File: config.mk
export PLATFORM = sky130hd
export DESIGN_NAME = morse_sequencer_flat
export DESIGN_NICKNAME = d
export VERILOG_FILES = /design/src/rtl/morse_sequencer_pkg.sv /design/src/rtl/morse_sequencer_if.sv /design/src/rtl/morse_sequencer_encoder.sv /design/src/rtl/morse_sequencer.sv /design/src/flat_wrapper.sv
export SDC_FILE = /design/constraint.sdc
export NUM_CORES = 1
export LEC_CHECK = 0
export ABC_AREA = 1
export CAP_MARGIN = 20
export CORE_MARGIN = 2
export CORE_UTILIZATION = 40
export DETAILED_ROUTE_END_ITERATION = 12
export PLACE_DENSITY = 0.62
export SYNTH_ARGS = -nofsm -noshare
export SYNTH_HDL_FRONTEND = slang
export SYNTH_SLANG_ARGS = --single-unit
File: constraint.sdc
create_clock -name i_clk -period 18.3 [get_ports i_clk]
set_input_delay 3.66 -clock i_clk [delete_from_list [all_inputs] [get_ports i_clk]]
set_output_delay 3.66 -clock i_clk [all_outputs]
set_load 0.05 [all_outputs]
File: src/rtl/morse_sequencer_pkg.sv
// Shared types, widths and helpers for the Morse sequencer: FSM state encoding,
// pattern geometry, default gaps, ASCII ranges and the symbol-to-unit expansion.
package morse_sequencer_pkg;

  typedef enum logic [1:0] {
    ST_IDLE = 2'd0,
    ST_LOAD = 2'd1,
    ST_SEND = 2'd2,
    ST_GAP  = 2'd3
  } state_t;

  localparam int PATTERN_W    = 20;
  localparam int LEN_W        = 5;
  localparam int GAP_CHAR_DEF = 3;
  localparam int GAP_WORD_DEF = 7;

  localparam logic [7:0] ASCII_SPACE    = 8'h20;
  localparam logic [7:0] ASCII_LOWER_A  = 8'h61;
  localparam logic [7:0] ASCII_LOWER_Z  = 8'h7A;
  localparam logic [7:0] ASCII_CASE_OFS = 8'h20;

  function automatic logic [7:0] to_upper(input logic [7:0] c);
    if ((c >= ASCII_LOWER_A) && (c <= ASCII_LOWER_Z)) begin
      return c - ASCII_CASE_OFS;
    end else begin
      return c;
    end
  endfunction

  // Expands n symbols (sym[4] first, 1 = dash) into {len, left-justified pattern}.
  function automatic logic [LEN_W+PATTERN_W-1:0] build_pattern(input logic [2:0] n,
                                                               input logic [4:0] sym);
    logic [PATTERN_W-1:0] acc;
    logic [LEN_W-1:0]     len;
    acc = '0;
    len = '0;
    for (int i = 0; i < 5; i++) begin
      if (3'(i) < n) begin
        if (i != 0) begin
          acc = {acc[PATTERN_W-2:0], 1'b0};
          len = len + 5'd1;
        end
        if (sym[4-i]) begin
          acc = {acc[PATTERN_W-4:0], 3'b111};
          len = len + 5'd3;
        end else begin
          acc = {acc[PATTERN_W-2:0], 1'b1};
          len = len + 5'd1;
        end
      end
    end
    acc = acc << (LEN_W'(PATTERN_W) - len);
    return {len, acc};
  endfunction

endpackage

File: src/rtl/morse_sequencer_if.sv
// Host write port and blinker control bundle of the Morse sequencer.
interface morse_sequencer_if;
  import morse_sequencer_pkg::*;

  logic                 i_tick;
  logic [7:0]           i_char;
  logic                 i_valid;
  logic                 o_full;
  logic                 i_ready;
  logic [PATTERN_W-1:0] o_morse_code;
  logic                 o_read;
  logic                 o_s3;
  logic                 o_s7;
  logic                 o_busy;
  logic                 o_bad_char;

  modport master (
    output i_tick, i_char, i_valid, i_ready,
    input  o_full, o_morse_code, o_read, o_s3, o_s7, o_busy, o_bad_char
  );

  modport slave (
    input  i_tick, i_char, i_valid, i_ready,
    output o_full, o_morse_code, o_read, o_s3, o_s7, o_busy, o_bad_char
  );

endinterface

File: src/rtl/morse_sequencer_encoder.sv
// Combinational ASCII to Morse unit-pattern encoder; letters are case-folded,
// anything other than A-Z / 0-9 reports valid = 0.
module morse_encoder
  import morse_sequencer_pkg::*;
(
  input  logic [7:0]           ascii,
  output logic [PATTERN_W-1:0] pattern,
  output logic [LEN_W-1:0]     len,
  output logic                 valid
);

  logic [7:0] up_s;
  logic [7:0] code_s;

  // Symbol table as {symbol count, symbols left-justified with 1 = dash}
  always_comb begin
    up_s   = to_upper(ascii);
    code_s = 8'd0;
    case (up_s)
      8'h41:   code_s = {3'd2, 5'b01000};
      8'h42:   code_s = {3'd4, 5'b10000};
      8'h43:   code_s = {3'd4, 5'b10100};
      8'h44:   code_s = {3'd3, 5'b10000};
      8'h45:   code_s = {3'd1, 5'b00000};
      8'h46:   code_s = {3'd4, 5'b00100};
      8'h47:   code_s = {3'd3, 5'b11000};
      8'h48:   code_s = {3'd4, 5'b00000};
      8'h49:   code_s = {3'd2, 5'b00000};
      8'h4A:   code_s = {3'd4, 5'b01110};
      8'h4B:   code_s = {3'd3, 5'b10100};
      8'h4C:   code_s = {3'd4, 5'b01000};
      8'h4D:   code_s = {3'd2, 5'b11000};
      8'h4E:   code_s = {3'd2, 5'b10000};
      8'h4F:   code_s = {3'd3, 5'b11100};
      8'h50:   code_s = {3'd4, 5'b01100};
      8'h51:   code_s = {3'd4, 5'b11010};
      8'h52:   code_s = {3'd3, 5'b01000};
      8'h53:   code_s = {3'd3, 5'b00000};
      8'h54:   code_s = {3'd1, 5'b10000};
      8'h55:   code_s = {3'd3, 5'b00100};
      8'h56:   code_s = {3'd4, 5'b00010};
      8'h57:   code_s = {3'd3, 5'b01100};
      8'h58:   code_s = {3'd4, 5'b10010};
      8'h59:   code_s = {3'd4, 5'b10110};
      8'h5A:   code_s = {3'd4, 5'b11000};
      8'h30:   code_s = {3'd5, 5'b11111};
      8'h31:   code_s = {3'd5, 5'b01111};
      8'h32:   code_s = {3'd5, 5'b00111};
      8'h33:   code_s = {3'd5, 5'b00011};
      8'h34:   code_s = {3'd5, 5'b00001};
      8'h35:   code_s = {3'd5, 5'b00000};
      8'h36:   code_s = {3'd5, 5'b10000};
      8'h37:   code_s = {3'd5, 5'b11000};
      8'h38:   code_s = {3'd5, 5'b11100};
      8'h39:   code_s = {3'd5, 5'b11110};
      default: code_s = 8'd0;
    endcase
    {len, pattern} = build_pattern(code_s[7:5], code_s[4:0]);
    valid          = (code_s[7:5] != 3'd0);
  end

endmodule

File: src/rtl/morse_sequencer.sv
// Buffers host characters in a small FIFO and plays each one to the blinker as a
// load strobe followed by its unit count and the inter-character / inter-word gaps.
module morse_sequencer
  import morse_sequencer_pkg::*;
#(
  parameter int DEPTH    = 8,
  parameter int GAP_CHAR = GAP_CHAR_DEF,
  parameter int GAP_WORD = GAP_WORD_DEF
) (
  input logic               i_clk,
  input logic               i_rst,
  morse_sequencer_if.slave  bus
);

  localparam int AW = $clog2(DEPTH);
  localparam int CW = AW + 1;

  logic [7:0]    mem_r [DEPTH];
  logic [AW-1:0] wr_ptr_r;
  logic [AW-1:0] rd_ptr_r;
  logic [CW-1:0] count_r;
  logic          full_s;
  logic          empty_s;
  logic          push_s;
  logic          pop_s;
  logic [7:0]    head_s;

  state_t               state_r, state_nxt_s;
  logic [LEN_W-1:0]     unit_cnt_r, unit_cnt_nxt_s;
  logic [LEN_W-1:0]     gap_cnt_r, gap_cnt_nxt_s;
  logic                 s3_r, s3_nxt_s;
  logic                 s7_r, s7_nxt_s;
  logic                 bad_r, bad_nxt_s;
  logic                 load_s;
  logic [PATTERN_W-1:0] pattern_r;
  logic [LEN_W-1:0]     len_r;

  logic [PATTERN_W-1:0] enc_pattern_s;
  logic [LEN_W-1:0]     enc_len_s;
  logic                 enc_valid_s;

  assign full_s  = (count_r == CW'(DEPTH));
  assign empty_s = (count_r == '0);
  assign push_s  = bus.i_valid && !full_s;
  assign head_s  = mem_r[rd_ptr_r];

  morse_encoder u_encoder (
    .ascii   (head_s),
    .pattern (enc_pattern_s),
    .len     (enc_len_s),
    .valid   (enc_valid_s)
  );

  // FIFO storage; contents are not reset, the pointers define what is live
  always_ff @(posedge i_clk) begin
    if (push_s) begin
      mem_r[wr_ptr_r] <= bus.i_char;
    end
  end

  // FIFO pointers and occupancy
  always_ff @(posedge i_clk or posedge i_rst) begin
    if (i_rst) begin
      wr_ptr_r <= '0;
      rd_ptr_r <= '0;
      count_r  <= '0;
    end else begin
      if (push_s) begin
        wr_ptr_r <= wr_ptr_r + AW'(1);
      end
      if (pop_s) begin
        rd_ptr_r <= rd_ptr_r + AW'(1);
      end
      if (push_s && !pop_s) begin
        count_r <= count_r + CW'(1);
      end else if (pop_s && !push_s) begin
        count_r <= count_r - CW'(1);
      end
    end
  end

  // Next-state logic; every transition is gated by the unit strobe
  always_comb begin
    state_nxt_s    = state_r;
    unit_cnt_nxt_s = unit_cnt_r;
    gap_cnt_nxt_s  = gap_cnt_r;
    s3_nxt_s       = s3_r;
    s7_nxt_s       = s7_r;
    bad_nxt_s      = 1'b0;
    pop_s          = 1'b0;
    load_s         = 1'b0;
    case (state_r)
      ST_IDLE: begin
        if (!empty_s && bus.i_tick && bus.i_ready) begin
          pop_s = 1'b1;
          if (enc_valid_s) begin
            load_s      = 1'b1;
            state_nxt_s = ST_LOAD;
          end else if (head_s == ASCII_SPACE) begin
            gap_cnt_nxt_s = LEN_W'(GAP_WORD - GAP_CHAR);
            s7_nxt_s      = 1'b1;
            state_nxt_s   = ST_GAP;
          end else begin
            bad_nxt_s = 1'b1;
          end
        end else begin
          state_nxt_s = ST_IDLE;
        end
      end
      ST_LOAD: begin
        if (bus.i_tick) begin
          unit_cnt_nxt_s = len_r;
          state_nxt_s    = ST_SEND;
        end else begin
          state_nxt_s = ST_LOAD;
        end
      end
      ST_SEND: begin
        if (bus.i_tick && (unit_cnt_r <= 5'd1)) begin
          unit_cnt_nxt_s = 5'd0;
          gap_cnt_nxt_s  = LEN_W'(GAP_CHAR);
          s3_nxt_s       = 1'b1;
          state_nxt_s    = ST_GAP;
        end else if (bus.i_tick) begin
          unit_cnt_nxt_s = unit_cnt_r - 5'd1;
        end else begin
          state_nxt_s = ST_SEND;
        end
      end
      ST_GAP: begin
        if (bus.i_tick && (gap_cnt_r <= 5'd1)) begin
          gap_cnt_nxt_s = 5'd0;
          s3_nxt_s      = 1'b0;
          s7_nxt_s      = 1'b0;
          state_nxt_s   = ST_IDLE;
        end else if (bus.i_tick) begin
          gap_cnt_nxt_s = gap_cnt_r - 5'd1;
        end else begin
          state_nxt_s = ST_GAP;
        end
      end
      default: begin
        state_nxt_s = ST_IDLE;
      end
    endcase
  end

  // FSM state, counters, gap flags and the latched pattern
  always_ff @(posedge i_clk or posedge i_rst) begin
    if (i_rst) begin
      state_r    <= ST_IDLE;
      unit_cnt_r <= '0;
      gap_cnt_r  <= '0;
      s3_r       <= 1'b0;
      s7_r       <= 1'b0;
      bad_r      <= 1'b0;
      pattern_r  <= '0;
      len_r      <= '0;
    end else begin
      state_r    <= state_nxt_s;
      unit_cnt_r <= unit_cnt_nxt_s;
      gap_cnt_r  <= gap_cnt_nxt_s;
      s3_r       <= s3_nxt_s;
      s7_r       <= s7_nxt_s;
      bad_r      <= bad_nxt_s;
      if (load_s) begin
        pattern_r <= enc_pattern_s;
        len_r     <= enc_len_s;
      end
    end
  end

  assign bus.o_full       = full_s;
  assign bus.o_morse_code = pattern_r;
  assign bus.o_read       = (state_r == ST_LOAD);
  assign bus.o_busy       = (state_r != ST_IDLE);
  assign bus.o_s3         = s3_r;
  assign bus.o_s7         = s7_r;
  assign bus.o_bad_char   = bad_r;

endmodule

File: src/flat_wrapper.sv
// flat-port wrapper written by rule: the top's interface ports become plain ports
module morse_sequencer_flat import morse_sequencer_pkg::*;
#(
  parameter int DEPTH    = 8,
  parameter int GAP_CHAR = GAP_CHAR_DEF,
  parameter int GAP_WORD = GAP_WORD_DEF
)
  (i_clk, i_rst, bus_i_tick, bus_i_char, bus_i_valid, bus_i_ready, bus_o_full, bus_o_morse_code, bus_o_read, bus_o_s3, bus_o_s7, bus_o_busy, bus_o_bad_char);
  morse_sequencer_if bus_i ();
  input logic i_clk;
  input logic i_rst;
  input wire logic [$bits(bus_i.i_tick)-1:0] bus_i_tick;
  input wire logic [$bits(bus_i.i_char)-1:0] bus_i_char;
  input wire logic [$bits(bus_i.i_valid)-1:0] bus_i_valid;
  input wire logic [$bits(bus_i.i_ready)-1:0] bus_i_ready;
  output wire logic [$bits(bus_i.o_full)-1:0] bus_o_full;
  output wire logic [$bits(bus_i.o_morse_code)-1:0] bus_o_morse_code;
  output wire logic [$bits(bus_i.o_read)-1:0] bus_o_read;
  output wire logic [$bits(bus_i.o_s3)-1:0] bus_o_s3;
  output wire logic [$bits(bus_i.o_s7)-1:0] bus_o_s7;
  output wire logic [$bits(bus_i.o_busy)-1:0] bus_o_busy;
  output wire logic [$bits(bus_i.o_bad_char)-1:0] bus_o_bad_char;
  assign bus_i.i_tick = bus_i_tick;
  assign bus_i.i_char = bus_i_char;
  assign bus_i.i_valid = bus_i_valid;
  assign bus_i.i_ready = bus_i_ready;
  assign bus_o_full = bus_i.o_full;
  assign bus_o_morse_code = bus_i.o_morse_code;
  assign bus_o_read = bus_i.o_read;
  assign bus_o_s3 = bus_i.o_s3;
  assign bus_o_s7 = bus_i.o_s7;
  assign bus_o_busy = bus_i.o_busy;
  assign bus_o_bad_char = bus_i.o_bad_char;
  morse_sequencer #(.DEPTH(DEPTH), .GAP_CHAR(GAP_CHAR), .GAP_WORD(GAP_WORD)) u_core (.i_clk(i_clk), .i_rst(i_rst), .bus(bus_i));
endmodule
==> impl_results.md, run 1 <==
- DRT iter0 DRCs: 371
- Final ANT Viol Nets: 0
- DIE HEIGHT: 145 um
- CP Class: flop to flop
- Critical path's slowest cell: ha_1
- Main synth FF type: edfxtp_1
- Die area: 21100 um2
- CTS Buf Count: 17
- Initial antenna violation count: 0
- Fin crit period: 8890 ps
- Vias in the first global route: 6439
- Final setup viols: 0
- Most used cell, CP: ha_1
- Met1 Use GR: 0.247
- Starting Density: 0.409
- Clock buffer depth: 2
- Gr busiest metal: met2
- Endpoint class of the critical path: flop
- Ranking of synthesized cells by area: edfxtp_1, nand2_1, dfrtp_1, inv_1, nand3_1
- Post-synth design cell area: 7990 um2
- Least-Margin Pin Slew: 993 ps
- Drt total wl: 18500 um
- Share of layout cells above drive strength 1: 0.0901
- CTS tree: yes
- Vias: 6949
- Final Cycle Share: 0.486
- Worst setup SP type: flop
- Clk slew on worst S/H paths: 60 ps
- Met3 GRT Util: 0.0286
- Clk_skew: 17.0 ps
- Count of cell types in the netlist: 45
- Resized Gates After CTS: 0
- Dpl hpwl: 13600 um
- RSZ-0062 raised after global routing: no
- DR DRC count: 0
- Largest net degree at the start of global routing: 51
- Core ar.: 19500 um2
- # diodes: 0
- Num ports: 39
- Hold crit path type: flop to flop
- FF-to-FF setup slack: 9410 ps
- Status: complete, no violations
- Synth top area share: 0.241
- Mapped Cells: 1114
- GPL Wtd Cong: 0.897
- Root buffer cell: clkbuf_16
- Drt wl/cell: 13.1 um
- Chip width: 145 um
- Syn avg cell area: 7.17 um2
- Postcts setup bufs: 0
- Max_slew headroom: 0.335
- GRT overflow: 0
- EDFF count, synth: 64
- Htree depth: 4
- WP data required: 18650 ps
- Count leader, synth: nand2_1
- # rows: 51
- P&R area growth vs syn: 14.0%
- Top cells by count, synth: nand2_1, inv_1, nor2_1
- Nets: 1186
- Worst EP arrival: 9250 ps
- Cts hold-fix bufs: 0
- Maximum fanout along the worst path: 36
- Met2 Usage GRT: 0.293
- Total GRT Usage: 0.179
- Max_cap viols: 0
- Buf/Inv on CP: 12
- Hold Fails Final Rpt: 0
- Setup TNS: 0 ps
- Delay-heaviest family, CP: adder cells
- Mapped Nets: 1159
- Max-slew violation count: 0
- Clock latency on the worst-skew pair: 420 ps
- Warnings from Yosys: 0
- Vias per cell: 4.90
- Ys async rst share: 0.439
- Num Clock Sinks: 114
- Synth area leader: edfxtp_1
- Peak Freq: 112 MHz
- Critical Path Max Stage Delay: 630 ps
- DR pass1 iterations: 5
- Port-buffer cells: 38
- First-pass GRT wire length: 31300 um
- Post-synthesis sequential area ratio: 0.397
- Synth Register Bits: 114
-- routing by layer --
layer	vias to the layer above	routed length, um
met3	25	692
met4	0	244
li1	3629	-
met2	147	8480
met1	3148	9110
met5	-	0
-- tightest hold or removal path, stage by stage, from the launching register on --
cell     delay [ps]
dfrtp_1         340
nand2_1          50
inv_1            40
-- cells by family after synthesis --
family | count (synthesis) | synth area share
muxes | 3 | 0.00392
xor gates and xnor gates | 10 | 0.0110
adders and majority gates | 32 | 0.0511
and+or+nand+nor | 645 | 0.350
DFF | 114 | 0.397
buffers and inverters | 179 | 0.0960
AOI/OAI and AO/OA | 131 | 0.0912
-- stage by stage --
step / std cells / hold WS (ps) / cell area (um2) / setup WS (ps) / utilization
after global routing: 1419 / 502 / 9110 / 8380 / 0.466
after global placement: 1386 / 450 / 8500 / 9900 / 0.435
final: 1419 / 466 / 9110 / 9410 / 0.466
after CTS: 1418 / 468 / 9090 / 9440 / 0.465
after detailed placement: 1386 / 452 / 8500 / 9520 / 0.435
after floorplan: 1114 / 440 / 7990 / 11040 / -
-- final cells by class --
class	count	area (um2)
inverter	146	548
tap	265	332
timing repair buffer	41	415
fill	1980	10400
sequential	114	3170
clock inverter	9	100
multi-input combinational	821	4050
clock buffer	23	490
-- path summary, 6_finish.rpt --
check                                                   end                        from  cells past startpoint
min in group asynchronous       u_core.bus.o_morse_code[16]                       i_rst                      2
worst min-delay path             u_core.bus.o_morse_code[0]  u_core.bus.o_morse_code[0]                      2
max in group asynchronous                u_core.wr_ptr_r[0]                       i_rst                      3
worst max register to register  u_core.bus.o_morse_code[16]          u_core.rd_ptr_r[0]                     46
worst min register to register   u_core.bus.o_morse_code[0]  u_core.bus.o_morse_code[0]                      2
worst max-delay path            u_core.bus.o_morse_code[16]          u_core.rd_ptr_r[0]                     46
-- state kept, by name (all words and copies together), names as in the netlist --
| name | count |
|---|---|
| u_core.bus.o_morse_code | 20 |
| u_core.wr_ptr_r | 3 |
| u_core.bus.o_s3 | 1 |
| u_core.mem_r | 64 |
| u_core.count_r | 4 |
| u_core.bus.o_s7 | 1 |
| u_core.gap_cnt_r | 5 |
| u_core.rd_ptr_r | 3 |
| u_core.state_r | 2 |
| u_core.len_r | 5 |
| u_core.unit_cnt_r | 5 |
| u_core.bus.o_bad_char | 1 |
-- placed cells by master, fill, tap and decap left out, types with 17 or more instances in the layout --
cell	Yosys	routed
nand2_1	388	388
inv_1	128	127
nor2_1	104	104
nand3_1	85	85
edfxtp_1	64	64
o21ai_0	52	52
dfrtp_1	50	50
clkdlybuf4s50_1	0	38
ha_1	31	31
a21oi_1	25	25
o21ai_1	23	23
nand2_2	23	23
clkbuf_16	0	19
inv_2	16	17
Power of run 1 is left out: the tool's default activity adds up to more than one toggle a clock period on the data nets, which glitch-free logic cannot reach.
==> run 2: changes to the inputs <==
==> constraint.sdc (replaced) <==
create_clock -name i_clk -period 9.1 [get_ports i_clk]
set_input_delay 1.82 -clock i_clk [delete_from_list [all_inputs] [get_ports i_clk]]
set_output_delay 1.82 -clock i_clk [all_outputs]
set_load 0.05 [all_outputs]
==> run 2 against run 1 <==
Against the previous run: global-route usage is essentially flat; critical path type unchanged; die area is the same; worst hold slack lost 0.74 ps; register-to-register slack lost 8600 ps; final cell count is the same; via count grew 1.8%.
==> impl_results.md, run 2 (same netlist as run 1, synthesis figures left out) <==
- Final Cycle Share: 0.910 (was 0.486)
- # rows: 51 (unchanged)
- Hold endpoint: u_core.bus.o_morse_code[0] (unchanged)
- Critical path's slowest cell: dfrtp_1 (was ha_1)
- Worst setup SP type: flop (unchanged)
- Worst hold path depth: 2 (unchanged)
- Htree depth: 4 (unchanged)
- Vias in the first global route: 6451 (was 6439)
- Drt wl/cell: 13.2 um (was 13.1 um)
- Hold Fails Final Rpt: 0 (unchanged)
- GRT overflow: 0 (unchanged)
- Clock buffer depth: 2 (unchanged)
- Core ar.: 19500 um2 (unchanged)
- DR DRC count: 0 (unchanged)
- DRT iter0 DRCs: 463 (was 371)
- Hold Slack: 465 ps (was 466 ps)
- Starting Density: 0.409 (unchanged)
- Setup TNS: 0 ps (unchanged)
- Fin crit period: 8290 ps (was 8890 ps)
- P&R area growth vs syn: 14.0% (about the same)
- First-pass GRT wire length: 31400 um (was 31300 um)
- Status: complete, no violations (unchanged)
- Max_cap viols: 0 (unchanged)
- Dpl hpwl: 13600 um (about the same)
- FF-to-FF End: u_core.bus.o_morse_code[16] (unchanged)
- CTS Buf Count: 17 (unchanged)
- Initial antenna violation count: 0 (unchanged)
- CP Class: flop to flop (unchanged)
- Share of layout cells above drive strength 1: 0.0953 (was 0.0901)
- Num ports: 39 (unchanged)
- Endpoint class of the critical path: flop (unchanged)
- Hold path start: u_core.bus.o_morse_code[0] (unchanged)
- Largest Register: u_core.mem_r (unchanged)
- Max-slew violation count: 0 (unchanged)
- Clk slew on worst S/H paths: 60 ps (about the same)
- Worst EP arrival: 8640 ps (was 9250 ps)
- Dpl cells: 1386 (unchanged)
- Critical Path Max Stage Delay: 800 ps (was 630 ps)
- Final setup viols: 0 (unchanged)
- Largest register FFs: 64 (unchanged)
- Utilization after layout: 0.467 (was 0.466)
- Least-Margin Pin Slew: 985 ps (was 993 ps)
- Clock latency on the worst-skew pair: 420 ps (about the same)
- Root buffer cell: clkbuf_16 (unchanged)
- Num Clock Sinks: 114 (unchanged)
- Vias: 7076 (was 6949)
- Total GRT Usage: 0.180 (was 0.179)
- Maximum fanout along the worst path: 19 (was 36)
- Die area: 21100 um2 (unchanged)
- Port-buffer cells: 38 (unchanged)
- Max_slew headroom: 0.341 (was 0.335)
- RSZ-0062 raised after global routing: no (unchanged)
- Drt total wl: 18700 um (was 18500 um)
- Most frequent cells in the layout: nand2_1, inv_1, nor2_1 (unchanged)
- Most common cell after layout, fill and taps aside: nand2_1 (unchanged)
- Clk_skew: 12.5 ps (was 17.0 ps)
- # diodes: 0 (unchanged)
- Chip width: 145 um (unchanged)
- DIE HEIGHT: 145 um (unchanged)
- Most used cell, CP: ha_1 (unchanged)
- Hold crit path type: flop to flop (unchanged)
- Nets: 1186 (unchanged)
- Final ANT Viol Nets: 0 (unchanged)
- Final cell count without fillers: 1419 (unchanged)
- RR Startpoint: u_core.rd_ptr_r[1] (was u_core.rd_ptr_r[0])
- Vias per cell: 4.99 (was 4.90)
- WP data required: 9450 ps (was 18650 ps)
- CTS tree: yes (unchanged)
- Postcts setup bufs: 0 (unchanged)
- GPL Wtd Cong: 0.859 (was 0.897)
- Peak Freq: 121 MHz (was 112 MHz)
- FF-to-FF setup slack: 810 ps (was 9410 ps)
- Cells on worst reg2reg path: 43 (was 46)
- Largest net degree at the start of global routing: 51 (unchanged)
- DR pass1 iterations: 5 (unchanged)
==> run 2: layer usage <==
metal  global-route usage  up-vias  routed length, um
li1                     -     3632                  -
met1                0.249     3223               8940
met2                0.282      195               8570
met3               0.0409       26                929
met4               0.0520        0                280
met5                    0        -                  0
==> run 2: worst max-delay path, delay by kind of cell, from the launching register on <==
kind	cells	cell delay, ps
AOI/OAI and AO/OA	6	1240
adders and majority gates	9	2710
buffers and inverters	10	1340
DFF	1	800
and+or+nand+nor	18	2110
==> run 2: stage by stage <==
| stage | setup WS, ps | area, um2 |
|---|---|---|
| finish | 815 | 9110 |
| global placement | 843 | 8500 |
| floorplan | 1840 | 7990 |
| CTS | 491 | 9080 |
| global route | 21.2 | 9110 |
| detailed placement | 505 | 8500 |
==> run 2: worst max-delay path by stage <==
stage	slack [ps]	depth (start not counted)	startpoint	end
finish	810	43	u_core.rd_ptr_r[1]	u_core.bus.o_morse_code[16]
global route	20	43	u_core.rd_ptr_r[1]	u_core.bus.o_morse_code[16]
CTS	490	46	u_core.rd_ptr_r[1]	u_core.bus.o_morse_code[16]
detailed placement	510	46	u_core.rd_ptr_r[1]	u_core.bus.o_morse_code[16]
global placement	840	46	u_core.rd_ptr_r[1]	u_core.bus.o_morse_code[16]
floorplan	1840	52	u_core.rd_ptr_r[0]	u_core.bus.o_morse_code[18]
==> run 2: layout make-up <==
| cell class | count | area [um2] |
|---|---|---|
| well taps | 265 | 332 |
| clock buffers | 17 | 425 |
| clock inverters | 15 | 158 |
| multi-input cells | 821 | 4060 |
| fillers | 1957 | 10400 |
| inverters | 146 | 552 |
| flip-flops and latches | 114 | 3170 |
| repair buffers | 41 | 415 |
==> run 2: what timing repair did <==
item	in CTS	in global routing
resized for setup	0	3
endpoints found under the setup margin	0	16
hold buffers	0	0
Power of run 2 is left out for the same reason.
==> patch: new RTL, config.mk and constraints of run 2 <==
`DEPTH` is set to 8 in 2 places; all go to 4.
--- a/src/rtl/morse_sequencer.sv
+++ b/src/rtl/morse_sequencer.sv
@@ -3,7 +3,7 @@
 module morse_sequencer
   import morse_sequencer_pkg::*;
 #(
-  parameter int DEPTH    = 8,
+  parameter int DEPTH    = 4,
   parameter int GAP_CHAR = GAP_CHAR_DEF,
   parameter int GAP_WORD = GAP_WORD_DEF
 ) (
--- a/src/flat_wrapper.sv
+++ b/src/flat_wrapper.sv
@@ -1,7 +1,7 @@
 // flat-port wrapper written by rule: the top's interface ports become plain ports
 module morse_sequencer_flat import morse_sequencer_pkg::*;
 #(
-  parameter int DEPTH    = 8,
+  parameter int DEPTH    = 4,
   parameter int GAP_CHAR = GAP_CHAR_DEF,
   parameter int GAP_WORD = GAP_WORD_DEF
 )
Behaviour: not the same (a bounded check fails within 10 cycles, from zero or initial values and one cycle with i_rst high).
==> patch against run 2 <==
  * Die area decreased by 16%
  * Sequential share of layout area is 6.3 points lower
  * Wire length is 19% lower
  * Non-clock buffer count grew 1
  * Sequential cell count shrank 35
  * Worst hold slack improved by 0.010 ns
  * Worst setup slack gained 0.19 ns
  * Synthesized area shrank 17%
  * Final area is 18% lower
Power is left out: the tool's default activity adds up to more than one toggle a clock period on the data nets, which glitch-free logic cannot reach.
==> patch: results (changes against run 2) <==
Status
  – Status: finished, final reports clean

Synthesis
  – Sequential-to-total area share from yosys stat: 32.2% (-7.5 points)
  – Syn Nets: 1,015 (-12%)
  – Area contributors post-synth: nand2_1 21%, dfrtp_1 18%, edfxtp_1 14%
  – Post-synth EDFFs: 32 (-50%)
  – Netlist cell types: 53 (+18%)
  – Ys async rst share: 59.5% (+16 points)
  – Ys flop type: dfrtp_1
  – Top post-synthesis cells by count: 373 x nand2_1, 99 x inv_1, 87 x nand3_1, 55 x nor2_1, 47 x dfrtp_1

Global routing
  – Met3 usage: 2.41% (-1.7 points)
  – First-pass GRT wire length: 26.6 mm (-15%)
  – Pin count of the biggest net entering global routing: 48 (-5.9%)
  – Vias in the first global route: 5,717 (-11%)
  – Grt met1 use: 23.8% (-1.1 points)
  – GRT Util Overall: 18.1% (+0.15 points)
  – Met2 usage: 30.9% (+2.6 points)

Route
  – M1 WL: 7.25 mm (-19%)
  – Final wirelength: 15.2 mm (-19%)
  – Vias: 5,972 (-16%)
  – Metal3 WL: 372 um (-60%)
  – Initial DRC Count: 390 (-16%)

Worst setup path
  – Critical path class: flip-flop to flip-flop
  – R2R Path End: u_core.bus.o_morse_code[19]$_DFFE_PP0P_
  – Worst setup path endpoint: u_core.bus.o_morse_code[19]$_DFFE_PP0P_
  – Reg2Reg Launch Point: u_core.rd_ptr_r[0]$_DFFE_PP0P_
  – R2R setup slack: 1.00 ns (+0.19 ns)
  – CP max stage cell: dfrtp_2
  – CP peak stage delay: 0.61 ns (-0.19 ns)
  – CP arrival: 8.38 ns (-0.26 ns)

Layout
  – Diode count: 0 (unchanged)
  – Max reg flops: 32 (-50%)
  – Fillcell total: 1,659 (-15%)
  – Layout cells sized above 1: 11.0% (+1.5 points)

Timing
  – Max_slew headroom: 41.2% (+7.1 points)
  – Final Skew: 0.0135 ns (+0.000963 ns)

Clocking
  – H-Tree Depth: 3 (-1)
  – Bufs on Longest Clock Path: 2 (unchanged)
  – Clk_lat worst skew: 0.34 ns (-0.08 ns)
  – CTS Buf Count: 9 (-8)

Worst hold path
  – Min-delay src: u_core.len_r[0]$_DFFE_PP0P_
  – Hold endpoint: u_core.len_r[0]$_DFFE_PP0P_
  – Hold Path Cell Cnt: 1 (-1)

Placement
  – GPL Wtd Cong: 0.926 (+7.8%)
  – Detailed-placement wirelength estimate: 11.7 mm (-14%)
==> patch: changes by cell type in the layout (fill, tap and decap cells not counted), moves of 8 or more <==
| cell | before | now |
|---|---|---|
| clkbuf_16 | 17 | 9 |
| o21ai_0 | 52 | 43 |
| nor2_1 | 104 | 55 |
| edfxtp_1 | 64 | 32 |
| inv_1 | 127 | 98 |
| nand2_1 | 388 | 373 |
| o21ai_1 | 22 | 5 |
==> patch: per-stage QoR <==
step | utilization (%) | worst slack (ns) | cell area [um2] | instances | hold WS (ns)
2_1_floorplan | - | 1.81 | 6640 | 970 | 0.440
3_3_place_gp | 43.6 | 1.03 | 7150 | 1209 | 0.450
3_5_place_dp | 43.6 | 0.866 | 7150 | 1209 | 0.462
4_1_cts | 45.7 | 0.802 | 7490 | 1225 | 0.477
5_1_grt | 45.7 | 0.160 | 7500 | 1225 | 0.494
6_report | 45.7 | 1.00 | 7500 | 1225 | 0.475
==> patch: area by class of cell <==
class                   instances  area share (%)
multi-input cells             751            51.8
flip-flops and latches         79            28.5
inverters                     117            5.96
repair buffers                 42            5.47
well taps                     220            3.67
clock buffers                   9            3.00
clock inverters                 7            1.59
==> patch: timing repair <==
item	CTS	global route
hold buffers	0	0
buffers inserted	0	0
endpoints found under the setup margin	0	3
gates resized for setup	0	1
==> patch: kinds of logic (layout without fill, tap and decap cells) <==
group | count (synthesis) | count (layout) | synth area share (%)
buffers and inverters | 140 | 175 | 9.33
XOR/XNOR | 10 | 10 | 1.32
AND/OR/NAND/NOR | 612 | 612 | 42.4
AO/OA/AOI/OAI | 96 | 96 | 8.43
flip-flops | 79 | 79 | 32.2
adder cells (fa/ha/maj) | 32 | 32 | 6.15
multiplexers | 1 | 1 | 0.170
